--- src/rtl/seg7_scan_if.sv ---
`default_nettype none
// ============================================================================
// Module   : seg7_scan_if
// Brief    : Scan-line inputs and decoded-frame outputs of the 7-seg scan decoder.
// Revision : 1.0
// ============================================================================
interface seg7_scan_if #(
  parameter int DIGITS = 8
);
  logic                  dec_en;
  logic [6:0]            dec_cc;
  logic [DIGITS-1:0]     dec_an;
  logic [4*DIGITS-1:0]   dec_digits;
  logic [DIGITS-1:0]     dec_blank;
  logic                  dec_frame_stb;
  logic                  dec_frame_valid;
  logic                  dec_err;

  modport master (
    output dec_en, dec_cc, dec_an,
    input  dec_digits, dec_blank, dec_frame_stb, dec_frame_valid, dec_err
  );

  modport slave (
    input  dec_en, dec_cc, dec_an,
    output dec_digits, dec_blank, dec_frame_stb, dec_frame_valid, dec_err
  );
endinterface
`default_nettype wire

--- src/rtl/seg7_scan_decoder.sv ---
`default_nettype none
// ============================================================================
// Module   : seg7_scan_decoder
// Brief    : Samples active-low 7-seg scan lines, decodes digits, publishes frames.
// Revision : 1.0
// ============================================================================
module seg7_scan_decoder #(
  parameter int DIGITS  = 8,
  parameter int SETTLE  = 4,
  parameter int TIMEOUT = 65536
) (
  input  logic       sys_clk,
  input  logic       dec_rst,
  seg7_scan_if.slave bus
);
  localparam int SW = $clog2(SETTLE + 1);
  localparam int TW = $clog2(TIMEOUT + 1);
  localparam int IW = (DIGITS > 1) ? $clog2(DIGITS) : 1;
  localparam logic [SW-1:0]     C_SETTLE  = SW'(SETTLE);
  localparam logic [TW-1:0]     C_TIMEOUT = TW'(TIMEOUT);
  localparam logic [TW-1:0]     C_TMO_M1  = TW'(TIMEOUT - 1);
  localparam logic [DIGITS-1:0] C_ONE     = DIGITS'(1);

  typedef enum logic [0:0] {
    SETTLING = 1'b0,
    HOLD     = 1'b1
  } state_t;

  state_t                 r_state;
  logic [6:0]             r_cc;
  logic [DIGITS-1:0]      r_an;
  logic [SW-1:0]          r_settle;
  logic [TW-1:0]          r_tmo;
  logic [DIGITS-1:0]      r_seen;
  logic [DIGITS-1:0][3:0] r_shadow;
  logic [DIGITS-1:0]      r_shadow_blank;
  logic [4*DIGITS-1:0]    r_digits;
  logic [DIGITS-1:0]      r_blank;
  logic                   r_stb;
  logic                   r_valid;
  logic                   r_err;

  logic [DIGITS-1:0]      w_an_low;
  logic                   w_any;
  logic                   w_multi;
  logic [IW-1:0]          w_idx;
  logic [3:0]             w_nib;
  logic                   w_legal;
  logic                   w_is_blank;
  logic                   w_changing;
  logic                   w_eval;
  logic                   w_capture;
  logic [DIGITS-1:0]      w_cap_mask;
  logic                   w_all_seen;

  assign w_an_low   = ~r_an;
  assign w_any      = |w_an_low;
  assign w_multi    = (w_an_low & (w_an_low - C_ONE)) != '0;
  // Compares the value about to be registered, so the counter restarts on the edge R changes.
  assign w_changing = (bus.dec_cc != r_cc) || (bus.dec_an != r_an);
  assign w_eval     = bus.dec_en && (r_state == SETTLING) && (r_settle == C_SETTLE);
  assign w_capture  = w_eval && w_any && !w_multi;
  assign w_cap_mask = w_capture ? (C_ONE << w_idx) : '0;
  assign w_all_seen = (r_seen == '1);

  always_comb begin
    w_idx = '0;
    for (int i = 0; i < DIGITS; i++) begin
      if (w_an_low[i]) w_idx = IW'(i);
    end
  end

  always_comb begin
    w_nib      = 4'h0;
    w_legal    = 1'b1;
    w_is_blank = 1'b0;
    case (r_cc)
      7'h40: w_nib = 4'h0;
      7'h79: w_nib = 4'h1;
      7'h24: w_nib = 4'h2;
      7'h30: w_nib = 4'h3;
      7'h19: w_nib = 4'h4;
      7'h12: w_nib = 4'h5;
      7'h02: w_nib = 4'h6;
      7'h78: w_nib = 4'h7;
      7'h00: w_nib = 4'h8;
      7'h10: w_nib = 4'h9;
      7'h08: w_nib = 4'hA;
      7'h03: w_nib = 4'hB;
      7'h46: w_nib = 4'hC;
      7'h21: w_nib = 4'hD;
      7'h06: w_nib = 4'hE;
      7'h0E: w_nib = 4'hF;
      7'h7F: w_is_blank = 1'b1;
      default: w_legal = 1'b0;
    endcase
  end

  always_ff @(posedge sys_clk) begin
    if (dec_rst) begin
      r_state        <= SETTLING;
      r_cc           <= '1;
      r_an           <= '1;
      r_settle       <= '0;
      r_tmo          <= '0;
      r_seen         <= '0;
      r_shadow       <= '0;
      r_shadow_blank <= '1;
      r_digits       <= '0;
      r_blank        <= '1;
      r_stb          <= 1'b0;
      r_valid        <= 1'b0;
      r_err          <= 1'b0;
    end else begin
      r_cc  <= bus.dec_cc;
      r_an  <= bus.dec_an;
      r_stb <= 1'b0;
      r_err <= 1'b0;
      if (!bus.dec_en) begin
        r_state  <= SETTLING;
        r_settle <= '0;
        r_seen   <= '0;
      end else begin
        if (w_changing)
          r_settle <= '0;
        else if (r_settle != C_SETTLE)
          r_settle <= r_settle + SW'(1);

        case (r_state)
          SETTLING: if (r_settle == C_SETTLE) r_state <= HOLD;
          HOLD:     if (r_settle != C_SETTLE) r_state <= SETTLING;
          default:  r_state <= SETTLING;
        endcase

        if (w_eval && (w_multi || (w_any && !w_legal)))
          r_err <= 1'b1;

        if (w_capture) begin
          r_shadow[w_idx]       <= w_legal ? w_nib : 4'h0;
          r_shadow_blank[w_idx] <= w_is_blank || !w_legal;
        end

        // Publish uses the pre-update shadow; a same-cycle capture belongs to the next frame.
        if (w_all_seen) begin
          r_digits <= r_shadow;
          r_blank  <= r_shadow_blank;
          r_stb    <= 1'b1;
          r_valid  <= 1'b1;
          r_seen   <= w_cap_mask;
          r_tmo    <= '0;
        end else begin
          r_seen <= r_seen | w_cap_mask;
          if (w_capture) begin
            r_tmo <= '0;
          end else if (r_tmo != C_TIMEOUT) begin
            r_tmo <= r_tmo + TW'(1);
            if (r_tmo == C_TMO_M1) r_valid <= 1'b0;
          end
        end
      end
    end
  end

  assign bus.dec_digits      = r_digits;
  assign bus.dec_blank       = r_blank;
  assign bus.dec_frame_stb   = r_stb;
  assign bus.dec_frame_valid = r_valid;
  assign bus.dec_err         = r_err;
endmodule
`default_nettype wire
--- src/flat_wrapper.sv ---
// flat-port wrapper written by rule: the top's interface ports become plain ports
module seg7_scan_decoder_flat 
#(
  parameter int DIGITS  = 8,
  parameter int SETTLE  = 4,
  parameter int TIMEOUT = 65536
)
  (sys_clk, dec_rst, bus_dec_en, bus_dec_cc, bus_dec_an, bus_dec_digits, bus_dec_blank, bus_dec_frame_stb, bus_dec_frame_valid, bus_dec_err);
  seg7_scan_if #(.DIGITS(DIGITS)) bus_i ();
  input  logic sys_clk;
  input  logic dec_rst;
  input wire logic [$bits(bus_i.dec_en)-1:0] bus_dec_en;
  input wire logic [$bits(bus_i.dec_cc)-1:0] bus_dec_cc;
  input wire logic [$bits(bus_i.dec_an)-1:0] bus_dec_an;
  output wire logic [$bits(bus_i.dec_digits)-1:0] bus_dec_digits;
  output wire logic [$bits(bus_i.dec_blank)-1:0] bus_dec_blank;
  output wire logic [$bits(bus_i.dec_frame_stb)-1:0] bus_dec_frame_stb;
  output wire logic [$bits(bus_i.dec_frame_valid)-1:0] bus_dec_frame_valid;
  output wire logic [$bits(bus_i.dec_err)-1:0] bus_dec_err;
  assign bus_i.dec_en = bus_dec_en;
  assign bus_i.dec_cc = bus_dec_cc;
  assign bus_i.dec_an = bus_dec_an;
  assign bus_dec_digits = bus_i.dec_digits;
  assign bus_dec_blank = bus_i.dec_blank;
  assign bus_dec_frame_stb = bus_i.dec_frame_stb;
  assign bus_dec_frame_valid = bus_i.dec_frame_valid;
  assign bus_dec_err = bus_i.dec_err;
  seg7_scan_decoder #(.DIGITS(DIGITS), .SETTLE(SETTLE), .TIMEOUT(TIMEOUT)) u_core (.sys_clk(sys_clk), .dec_rst(dec_rst), .bus(bus_i));
endmodule
--- config.mk ---
export PLATFORM = sky130hd
export DESIGN_NAME = seg7_scan_decoder_flat
export DESIGN_NICKNAME = d
export VERILOG_FILES = /design/src/rtl/seg7_scan_if.sv /design/src/rtl/seg7_scan_decoder.sv /design/src/flat_wrapper.sv
export SDC_FILE = /design/constraint.sdc
export NUM_CORES = 1
export LEC_CHECK = 0
export CAP_MARGIN = 15
export CORE_MARGIN = 1
export CORE_UTILIZATION = 32
export CTS_CLUSTER_SIZE = 40
export DETAILED_ROUTE_END_ITERATION = 12
export PLACE_DENSITY = 0.52
export SYNTH_ARGS = -nofsm -noshare
export SYNTH_HDL_FRONTEND = slang
export SYNTH_SLANG_ARGS = --single-unit
--- constraint.sdc ---
create_clock -name sys_clk -period 5.35 [get_ports sys_clk]
set_clock_uncertainty 0.15 [all_clocks]
set_input_delay 1.07 -clock sys_clk [delete_from_list [all_inputs] [get_ports sys_clk]]
set_output_delay 1.07 -clock sys_clk [all_outputs]
set_load 0.05 [all_outputs]
* Word level (Yosys, flattened, before mapping)
Cells that the tools add are included.
** Word-level totals
- Register bits after elaboration :: 127
- Latch bits :: 0
- Bits in writable memories :: 0
- ROM bits :: 0
- Input bits :: 18
- Word-level logic and storage cells :: 111
- Memories kept :: 0
** Cells by class
- Add/sub/neg operators :: 3
- Multipliers :: 0
- Divide/modulo/power cells :: 0
- Magnitude comparators :: 2
- Eq/ne operators :: 24
- Shifts and indexed selects :: 1
- Muxes and demuxes :: 31
- Bitwise logic cells :: 5
- Reduce and logical (&&, ||, !) cells :: 25
** Operator list (count)
- 4-bit case mux with 15 select lines :: 1
- 17-bit 2-to-1 mux :: 3
- 7-bit == test, second input constant :: 5
- 32-bit bitwise mux :: 1
- 7-bit by 5-bit == test with 1-bit output, second input constant :: 3
- 7-bit by 6-bit == test with 1-bit output, second input constant :: 3
- 17-bit by 1-bit adder with 17-bit output, second input constant :: 1
- 17-bit by 16-bit == test with 1-bit output, second input constant :: 1
- 17-bit inequality test, second input constant :: 1
- 17-bit OR reduction :: 1
- 8-bit 2-to-1 mux :: 2
- 7-bit by 2-bit == test with 1-bit output, second input constant :: 2
- 7-bit by 4-bit == test with 1-bit output, second input constant :: 2
- 4-bit demux with 3-bit select :: 1
- 1-bit 2-to-1 mux :: 12
- 3-bit 2-to-1 mux :: 4
- 8-bit AND :: 1
- 8-bit bitwise mux :: 1
- 8-bit == test, second input constant :: 1
- 4-bit 2-to-1 mux :: 2
- 8-bit inequality test :: 1
- 8-bit inverter :: 1
- 8-bit bitwise OR :: 1
- 8-bit nonzero test :: 1
- 25 further kinds :: 39

* Longest topological paths before layout
Gate-level depths: netlist (run 1).
- Depth in word-level cells :: 13
- Mapped depth :: 9
- Gate-level depth less buffers :: 8

* Worst setup path before layout (run 1)
OpenSTA, ideal clock, no wires.
- Kind :: input to register
- Start :: input bus_dec_en
- End :: register u_core.r_shadow_blank[1]
- Library setup time :: 0.129 ns
- Arrival time :: 2.491 ns
- Data required time :: 5.071 ns
- Setup slack :: 2.580 ns
- Stages :: 6
- Path buffers :: 2
- Cells stage by stage :: clkbuf_1 > o2111ai_4 > or4_1 > buf_2 > mux2i_1 > nand2_1
** Between the ends
- Cells in the longest elaborated chain, start to end :: 5
** RTL lines
- from (decl) :: line flat_wrapper.sv:12 : input wire logic [$bits(bus_i.dec_en)-1:0] bus_dec_en;
- 1-bit logical AND (2 in a row) :: line seg7_scan_decoder.sv:61 : assign w_eval = bus.dec_en && (r_state == SETTLING) && (r_settle == C_SETTLE);
- 1-bit logical AND (2 in a row) :: line seg7_scan_decoder.sv:62 : assign w_capture = w_eval && w_any && !w_multi;
- 2-bit AND reduction (no source line) *
- to (signal, indexed assignment) :: line seg7_scan_decoder.sv:140 : r_shadow_blank[w_idx] <= w_is_blank || !w_legal;
- to (decl) :: line seg7_scan_decoder.sv:36 : logic [DIGITS-1:0] r_shadow_blank;
Mark *: on every way between the ends. The rest lies on a longest branch, timed or not.
A chain may end at the register's enable or synchronous reset.

* Worst setup path after layout (run 1)
- Start :: input bus_dec_en
- End :: register u_core.r_digits[10] (netlist: u_core.bus.dec_digits[10])
** Between the ends
- Cells in the longest elaborated chain, start to end :: 1
** RTL lines
- 2-bit AND reduction (no source line)
- to (signal assigned) :: line seg7_scan_decoder.sv:145 : r_digits <= r_shadow;
- to (decl) :: line seg7_scan_decoder.sv:37 : logic [4*DIGITS-1:0] r_digits;
Every way passes these cells.

==> results of run 1 <==
-- flip-flops by register name (all words and copies together) (netlist names), 3 cells and up --
signal,cells
u_core.r_an,8
u_core.r_shadow,32
u_core.bus.dec_digits,32
u_core.r_tmo,17
u_core.r_settle,3
u_core.r_seen,8
u_core.r_cc,7
u_core.r_shadow_blank,8
u_core.bus.dec_blank,8
-- metrics by stage --
stage	util [%]	cells
final	40.56	922
after global routing	40.56	922
after CTS	40.56	922
after detailed placement	37.35	890
after global placement	37.35	890
after floorplan	-	647
-- Yosys cell counts, types with 2 or more instances --
library cell and number:
buf_2 11, nor2_1 66, or3_1 5, or4_1 4, nand3_1 19, o21ai_1 3, nor3_2 2, nand2b_1 4
nand4b_1 2, o211ai_1 4, xnor2_1 2, nand2_1 117, buf_4 2, and3_1 4, a21oi_1 63, mux2i_1 41
and4_1 5, o31ai_1 2, nor3_1 10, xor2_1 15, o21ai_0 16, a211oi_1 2, and2_1 4, inv_1 11
nor4_1 7, or2_2 19, o21a_1 2, dfxtp_1 127, a31oi_1 5, clkbuf_1 29, nor4b_1 2, a22oi_1 2
nand4_1 12, ha_1 5
-- power breakdown --
part | leakage (nW) | internal (mW) | switching [mW] | total (mW)
Combinational | 1.13 | 0.0379 | 0.0541 | 0.0921
Clock | 0.246 | 0.607 | 0.441 | 1.05
Sequential | 1.03 | 0.953 | 0.0197 | 0.973
Total | 2.41 | 1.60 | 0.515 | 2.11
-- layer usage --
layer	part of all wire, %	up-vias
li1	-	2314
met1	46	2179
met2	48	105
met3	4.4	13
met4	1.0	0
met5	0	-
-- critical path: cells and delay by family --
family | cells | cell delay [ns]
and+or+nand+nor | 2 | 0.83
AOI/OAI and AO/OA | 1 | 0.12
buffers and inverters | 3 | 1.53
-- cell families (layout without fill, tap and decap cells) --
group,Yosys count,count (layout)
AOI/OAI and AO/OA,109,109
xor gates and xnor gates,17,17
DFF,127,127
buffers and inverters,54,109
and+or+nand+nor,293,293
muxes,41,41
adders and majority gates,6,6
-- path summary, 6_finish.rpt --
| kind | slack [ns] | to | startpoint | depth (start not counted) |
|---|---|---|---|---|
| worst max-delay path | 1.97 | u_core.bus.dec_digits[10] | bus_dec_en | 6 |
| worst min-delay path | 0.30 | u_core.bus.dec_digits[8] | u_core.bus.dec_digits[8] | 2 |
| worst max register to register | 2.51 | u_core.bus.dec_digits[18] | u_core.r_seen[6] | 6 |
| worst min register to register | 0.30 | u_core.bus.dec_digits[8] | u_core.bus.dec_digits[8] | 2 |
-- layout make-up --
| type | count | area, um^2 | area share (%) |
|---|---|---|---|
| clock inverter | 11 | 86.33 | 1.274 |
| tap | 220 | 275.3 | 4.064 |
| multi-input combinational | 466 | 2741 | 40.47 |
| sequential | 127 | 2542 | 37.53 |
| clock buffer | 21 | 450.4 | 6.649 |
| timing repair buffer | 65 | 633.1 | 9.346 |
| inverter | 12 | 45.04 | 0.6649 |
==> results by stage, run 1 <==
Pwr:
- Power spread over the standard cell area amounts to ~310 nW/um^2.
- The maximum VDD drop is between 0.0002 and 0.00025 V.
- In this run the static leakage power is 2.409 nW.
- The final total power is approximately 2.1 mW.

Layout:
- The total number of nets in the final design is between 700 and 800.
- In the layout the commonest cells are dfxtp_1 (127), nand2_1 (117), nor2_1 (65).
- The area growth from synthesis to layout is 23.05%.
- Cells with a size suffix above 1 make up 9.829% of the layout.
- The fill cell instance count of the final layout is ~1.7k.
- The antenna diode count is 0.
- The cell area after layout is 6774 um^2.
- Leaving out fill and tap cells, the most frequent cell in the layout is dfxtp_1.

Placement:
- The placed instances occupy a cell area of 6237 um^2.
- Input and output buffers added on the ports amount to 60.
- The placement-stage worst setup slack is between 1.5 and 2 ns.
- Routability-driven placement finished with a final weighted congestion of around 0.82.
- Summed over all nets, the half-perimeter wirelength after detailed placement is between 9000 and 10000 um.

Timing:
- For the final routed database, the setup TNS stands at 0 ns.
- The number of pins with negative max-slew slack in the final report is 0.
- The final critical path takes up between 60% and 70% of the cycle.
- For the pin with the worst max-slew slack, the measured transition is 0.9210 ns.
- The total of endpoints with negative setup slack in the final report is 0.
- The clock period minus final worst setup slack is ~3.4 ns.
- Setup slack on the critical path of the routed design comes to a little under 2 ns.
- The worst-case headroom to the max-slew limit is between 30% and 40%.
- For this run, the top clock speed supported by timing is 296.1 MHz.
- On the final layout, the worst hold slack is between 0.3 and 0.4 ns.
- The number of endpoints with negative hold slack in the final report is 0.
- Setup repair after global routing left no endpoint under its margin.

Die:
- The overall die area is 17730 um^2.
- Once the floorplan was initialized, standard cells occupied 32.96% of the core.
- 61 I/O pins were placed.
- The die is 133.2 um wide.
- The core region is roughly 17000 um^2.
- From bottom edge to top edge, the die measures 133.2 um.
- The number of core rows is 47.

Clocking:
- The clock transition at the registers of the reported paths is ~0.060 ns.
- After clock tree synthesis, the flow added hold-fix buffers numbering 0.
- The H-tree was split into 4 levels.
- The clock insertion delay at the later pin of the skew report is roughly 0.4 ns.
- The worst-case clock buffer depth is 2.
- The total clock buffers created by CTS is 17.
- TritonCTS built the clock tree.
- After clock tree synthesis, the setup repair step added 0 buffers.
- CTS placed an instance of clkbuf_16 at the clock tree root.
- The total number of clock tree sinks is 127.
- The number of gates resized after CTS is 0.

Logic synthesis:
- In this run the cell area of the synthesized design comes to 5505 um^2.
- The combinational family with the most area after synthesis is simple AND/OR/NAND/NOR gates.
- The fraction of the mapped netlist area in compound gates is roughly an eighth.
- Summing the areas of all and, or, nand and nor instances in the mapped netlist gives between 20% and 30% of the synthesized area.
- During synthesis, Yosys emitted a total of 0 warnings.
- The mean instance size in the synthesized netlist is approximately 8.5 um^2.
- Summed over all instances, the cell type with the most area after synthesis is dfxtp_1.
- The number of nets handed over by synthesis was 670.
- Counting every instance in the synthesized netlist gives 647.
- The area share of fa/ha/maj cells after synthesis is 1.318%.
- Among all flip-flop cells after synthesis, the most frequent one is dfxtp_1.
- Of the total synthesized cell area, the portion taken by XOR and XNOR cells is around 2.7%.
- The number of enable flip-flop cells after synthesis is 0.
- Sorting the synthesized cells by area gives the leading types as dfxtp_1 (46%), nand2_1 (8.0%), mux2i_1 (7.5%).
- Yosys mapped the design onto 57 distinct sky130hd cell types.
- After synthesis, the share of flip-flops with an asynchronous set or reset is 0%.
- Of the post-synthesis cell area, the dominant cell type holds between 40% and 50%.
- The portion of synthesized area spent on multiplexers is approximately 7.5%.
- After synthesis, flip-flops and latches occupy a little under half of the total area.
- After synthesis the netlist holds a flip-flop and latch count of about 130.

Setup path:
- The longest individual stage delay on the worst path is between 0.9 and 1 ns.
- Traced cell by cell, the critical path runs through clkdlybuf4s50_1, inv_1, nor2_2, buf_4, nand2_1, a21oi_1.
- Among all stages on the critical path, the largest delay is contributed by clkdlybuf4s50_1.
- The worst setup path is captured at a flip-flop.
- The classification of the worst setup path is input port to flip-flop.
- In this run the worst path has a maximum fanout of 21.
- For the worst setup path, the data arrival time is around 3.6 ns.
- The type of element launching the critical path is an input port.
- The worst path required time is between 5 and 6 ns.

Status:
- The flow ran to the end, and the final reports show no timing, DRC or antenna violations.

Detailed routing:
- The final antenna-violating net count is 0.
- The total wirelength of the detailed-routed design is around 14000 um.
- Dividing the detail-routed wire length by the instance count gives 14.98 um.
- The residual DRC count is 0.
- The number of DRC markers in iteration 0 is around 230.
- The number of vias per cell is 5.001.
- The first-pass iteration count of the detailed router is 5.
- The count of vias placed by the detailed router is approximately 4.6k.

Global routing:
- The first global-routing pass estimated approximately 23000 um of wire.
- The via count of the first global-routing pass was around 4.5k.
- The met1 routing resource usage after global routing is between 20% and 30%.
- The largest net degree at the start of global routing is 82.
- Global routing used between 20% and 30% of the available met2 tracks.
- The overall overflow remaining after global route is 0.
- The layer flagged by global routing as most heavily used is met2.
- The global-route total usage across every layer is between 10% and 20%.
- The initial antenna violation count is 0.
- The met3 capacity usage during global routing is ~4.6%.

Run:
- Across the run, the number of max-cap violations was 0.

Worst hold path:
- The class of the most critical hold timing path is flip-flop to flip-flop.
Note: power is estimated with default switching activity, not from simulation.
==> inputs of run 2 (changes only) <==
--- a/config.mk
+++ b/config.mk
@@ -10,7 +10,7 @@
 export CORE_UTILIZATION = 32
 export CTS_CLUSTER_SIZE = 40
 export DETAILED_ROUTE_END_ITERATION = 12
-export PLACE_DENSITY = 0.52
+export PLACE_DENSITY = 0.54
 export SYNTH_ARGS = -nofsm -noshare
 export SYNTH_HDL_FRONTEND = slang
 export SYNTH_SLANG_ARGS = --single-unit
==> constraint.sdc (replaced) <==
create_clock -name sys_clk -period 3 [get_ports sys_clk]
set_clock_uncertainty 0.15 [all_clocks]
set_input_delay 0.6 -clock sys_clk [delete_from_list [all_inputs] [get_ports sys_clk]]
set_output_delay 0.6 -clock sys_clk [all_outputs]
set_load 0.05 [all_outputs]
==> run 2 against run 1 <==
Design area increased by 2.2%. Routed wire length decreased by 0.15%. First-iteration DRC count increased by 52%. Highest routed layer unchanged.
==> results by stage, run 2 (synthesis gave the netlist of run 1 again) <==
Status:
- The run finished with clean final reports.

Clocking:
- In this run, CTS created clock tree buffers numbering 17.
- After clock tree synthesis, the repair step resized 0 gates.
- The clock reaches the later pin of the worst-skew pair after 0.42 ns.
- The TritonCTS clock tree is yes.
- CTS built an H-tree with a depth of 4.
- Post-CTS timing repair inserted 0 buffers for setup.
- After clock tree synthesis, the clock-pin slew on the worst setup and hold paths is about 0.06 ns.
- The total number of clock tree sinks is about 130.
- The post-cts hold buffer count is 0.
- The worst-case clock buffer depth is 2.
- The cell at the root of the clock tree is clkbuf_16.

Timing:
- The maximum clock rate is just under 400 MHz.
- Setup repair after global routing left no endpoint under its margin.
- Summed over all failing endpoints, the final setup total negative slack is 0 ns.
- The number of pins with negative max-slew slack in the final report is 0.
- The number of endpoints with negative hold slack in the final report is 0.
- The worst-case headroom to the max-slew limit is about 47%.
- The final cycle utilization of the critical path is 86.72%.
- Setup violations remaining at the end of the flow were counted as 0.
- At the pin with the least slew margin, the transition time is 0.7928 ns.
- The clock period minus final worst setup slack is roughly 2.6 ns.

Setup path:
- The data arrival time of the critical path is ~2.7 ns.
- Data on the critical path is required at its endpoint by approximately 3.1 ns.
- The worst register-to-register path begins at u_core.r_settle[0].
- The endpoint of the worst-slack reg-to-reg timing path is u_core.r_shadow[5].
- The path depth of the worst reg2reg path is 8.
- The critical-path maximum fanout is 9.
- STA classifies the critical path startpoint as a flip-flop.
- STA classifies the critical path endpoint as a flip-flop.
- By startpoint and endpoint, the worst setup path is classified as flip-flop to flip-flop.
- The reg-to-reg setup timing slack is about 0.40 ns.

Detailed routing:
- The number of vias per cell is between 4 and 5.
- The count of vias placed by the detailed router is 4639.
- Dividing the detail-routed wire length by the instance count gives between 10 and 15 um.
- The routed design has around 14000 um of wire.
- After detailed routing, the number of remaining DRC violations is 0.
- The first-pass iteration count of the detailed router is 5.
- In this run, the number of DRC markers left after iteration 0 of detailed routing was 345.
- The final antenna-violating net count is 0.

Die:
- The core region area is 16700 um^2.
- The die is approximately 130 um wide.
- The floorplan step defined a die boundary enclosing between 15000 and 20000 um^2.
- The number of top-level design ports is between 60 and 70.
- The initial utilization of the core area, before any placement, comes to around 33%.
- After floorplanning, the core was divided into 47 placement rows.
- The die is 133.2 um tall.

Layout:
- After routing the design area is a little under 7000 um^2.
- The final layout contains about 720 nets.
- The library cell used most frequently in the layout, excluding fill and tap cells, is dfxtp_1.
- The area growth from synthesis to layout is 25.70%.
- The number of antenna diodes in the final layout is 0.
- The post-route netlist has between 10% and 20% of its cells at a drive strength greater than 1.
- The fill cell instance count of the final layout is 1686.
- Leaving out fill and tap cells, the most frequent cells in the layout are dfxtp_1 (127), nand2_1 (117), nor2_1 (65).

Pwr:
- The internal power component is approximately 3.0 mW.
- The share of total power dissipated in sequential elements is between 40 and 50%.
- The net switching power of the design is roughly 0.91 mW.
- The relative contribution of combinational cells to total power is under 10%.
- For this design the static power due to leakage is roughly 2.5 nW.
- IR analysis of the VDD net gives a maximum drop of around 0.00045 V.
- For this design the ratio of total power to cell area is 567.3 nW/um^2.
- In this run switching power makes up a little under a quarter of total power.
- The clock power share is between 50% and 60%.

Global routing:
- Global routing consumed, over all layers together, between 10% and 20% of the routing resources.
- The overall overflow remaining after global route is 0.
- The initial antenna violation count is 0.
- The first global-routing pass estimated about 23000 um of wire.
- The largest net degree at the start of global routing is a little over 80.
- The via count of the first global-routing pass is 4646.

Run:
- The number of violations of the max-capacitance limit is 0.

Placement:
- Detailed placement finished with a half-perimeter wire length of approximately 9400 um.
- The instance area at placement is around 6300 um^2.
- The congestion estimate from routability-driven global placement came to approximately 0.84.
- The total of buffers placed on input and output ports is 60.

Worst hold path:
- In this run the most critical hold path is launched from u_core.r_shadow[26].
- The worst hold path belongs to the class flip-flop to flip-flop.
- The cell depth of the worst min-delay path is 2.
- The worst hold path endpoint is u_core.bus.dec_digits[26].
-- run 2: changes by cell type in the layout (fill, tap and decap cells not counted) --
cell,previous run,this run
buf_4,5,16
buf_12,0,1
clkinv_2,1,0
clkbuf_1,3,2
bufinv_16,0,2
clkinvlp_4,5,4
-- run 2: final cells by class --
cell class                 count  area (um^2)  share of cell area [%]
clock buffer                  20        446.7                   6.455
clock inverter                11        133.9                   1.935
inverter                      12        45.04                  0.6509
multi-input combinational    466         2741                   39.61
sequential                   127         2542                   36.74
tap                          220        275.3                   3.978
timing repair buffer          77        735.7                   10.63
-- run 2: metrics by stage --
step	power [mW]	util (%)	setup WS, ns	hold WS (ns)	instances
final	3.926	41.44	0.3985	0.3047	933
after global routing	4.074	41.44	0.2128	0.3251	933
after CTS	3.969	41.44	0.3749	0.3067	933
after detailed placement	1.943	37.96	0.1995	0.2942	902
after global placement	1.941	37.96	0.2614	0.2938	902
after floorplan	1.881	-	0.6999	0.2813	647
-- run 2: how the worst max path moves through the flow --
stage,from,endpoint,slack (ns),cells after the start
2_1_floorplan,bus_dec_en,u_core.r_shadow_blank[1],0.70,6
3_3_place_gp,bus_dec_en,u_core.r_shadow[7],0.26,5
3_5_place_dp,bus_dec_en,u_core.r_shadow[4],0.20,5
4_1_cts,u_core.r_settle[0],u_core.r_shadow[5],0.37,8
5_1_grt,u_core.r_settle[0],u_core.r_shadow[4],0.21,8
6_report,u_core.r_settle[0],u_core.r_shadow[5],0.40,8
-- run 2: worst max-delay path: stages (launching register included) --
cell and delay, ns:
dfxtp_1 0.33, inv_1 0.06, ha_1 0.19, nand2_1 0.15
nor2_2 0.25, o2111ai_4 0.26, or4_1 0.78, mux2i_1 0.22
nor2_1 0.06
-- run 2: power by group through the flow --
stage               logic [mW]  registers [mW]  clock network, mW
floorplan                0.136            1.74                  0
global placement         0.172            1.77                  0
detailed placement       0.173            1.77                  0
CTS                      0.174            1.73               2.06
global route             0.192            1.74               2.15
finish                   0.174            1.73               2.02
-- run 2: per-layer routing --
layer	track usage, %	part of all wire, %
met3	4.376	4.3
met4	6.061	1.2
met1	20.88	47
met2	27.17	47
met5	0	0
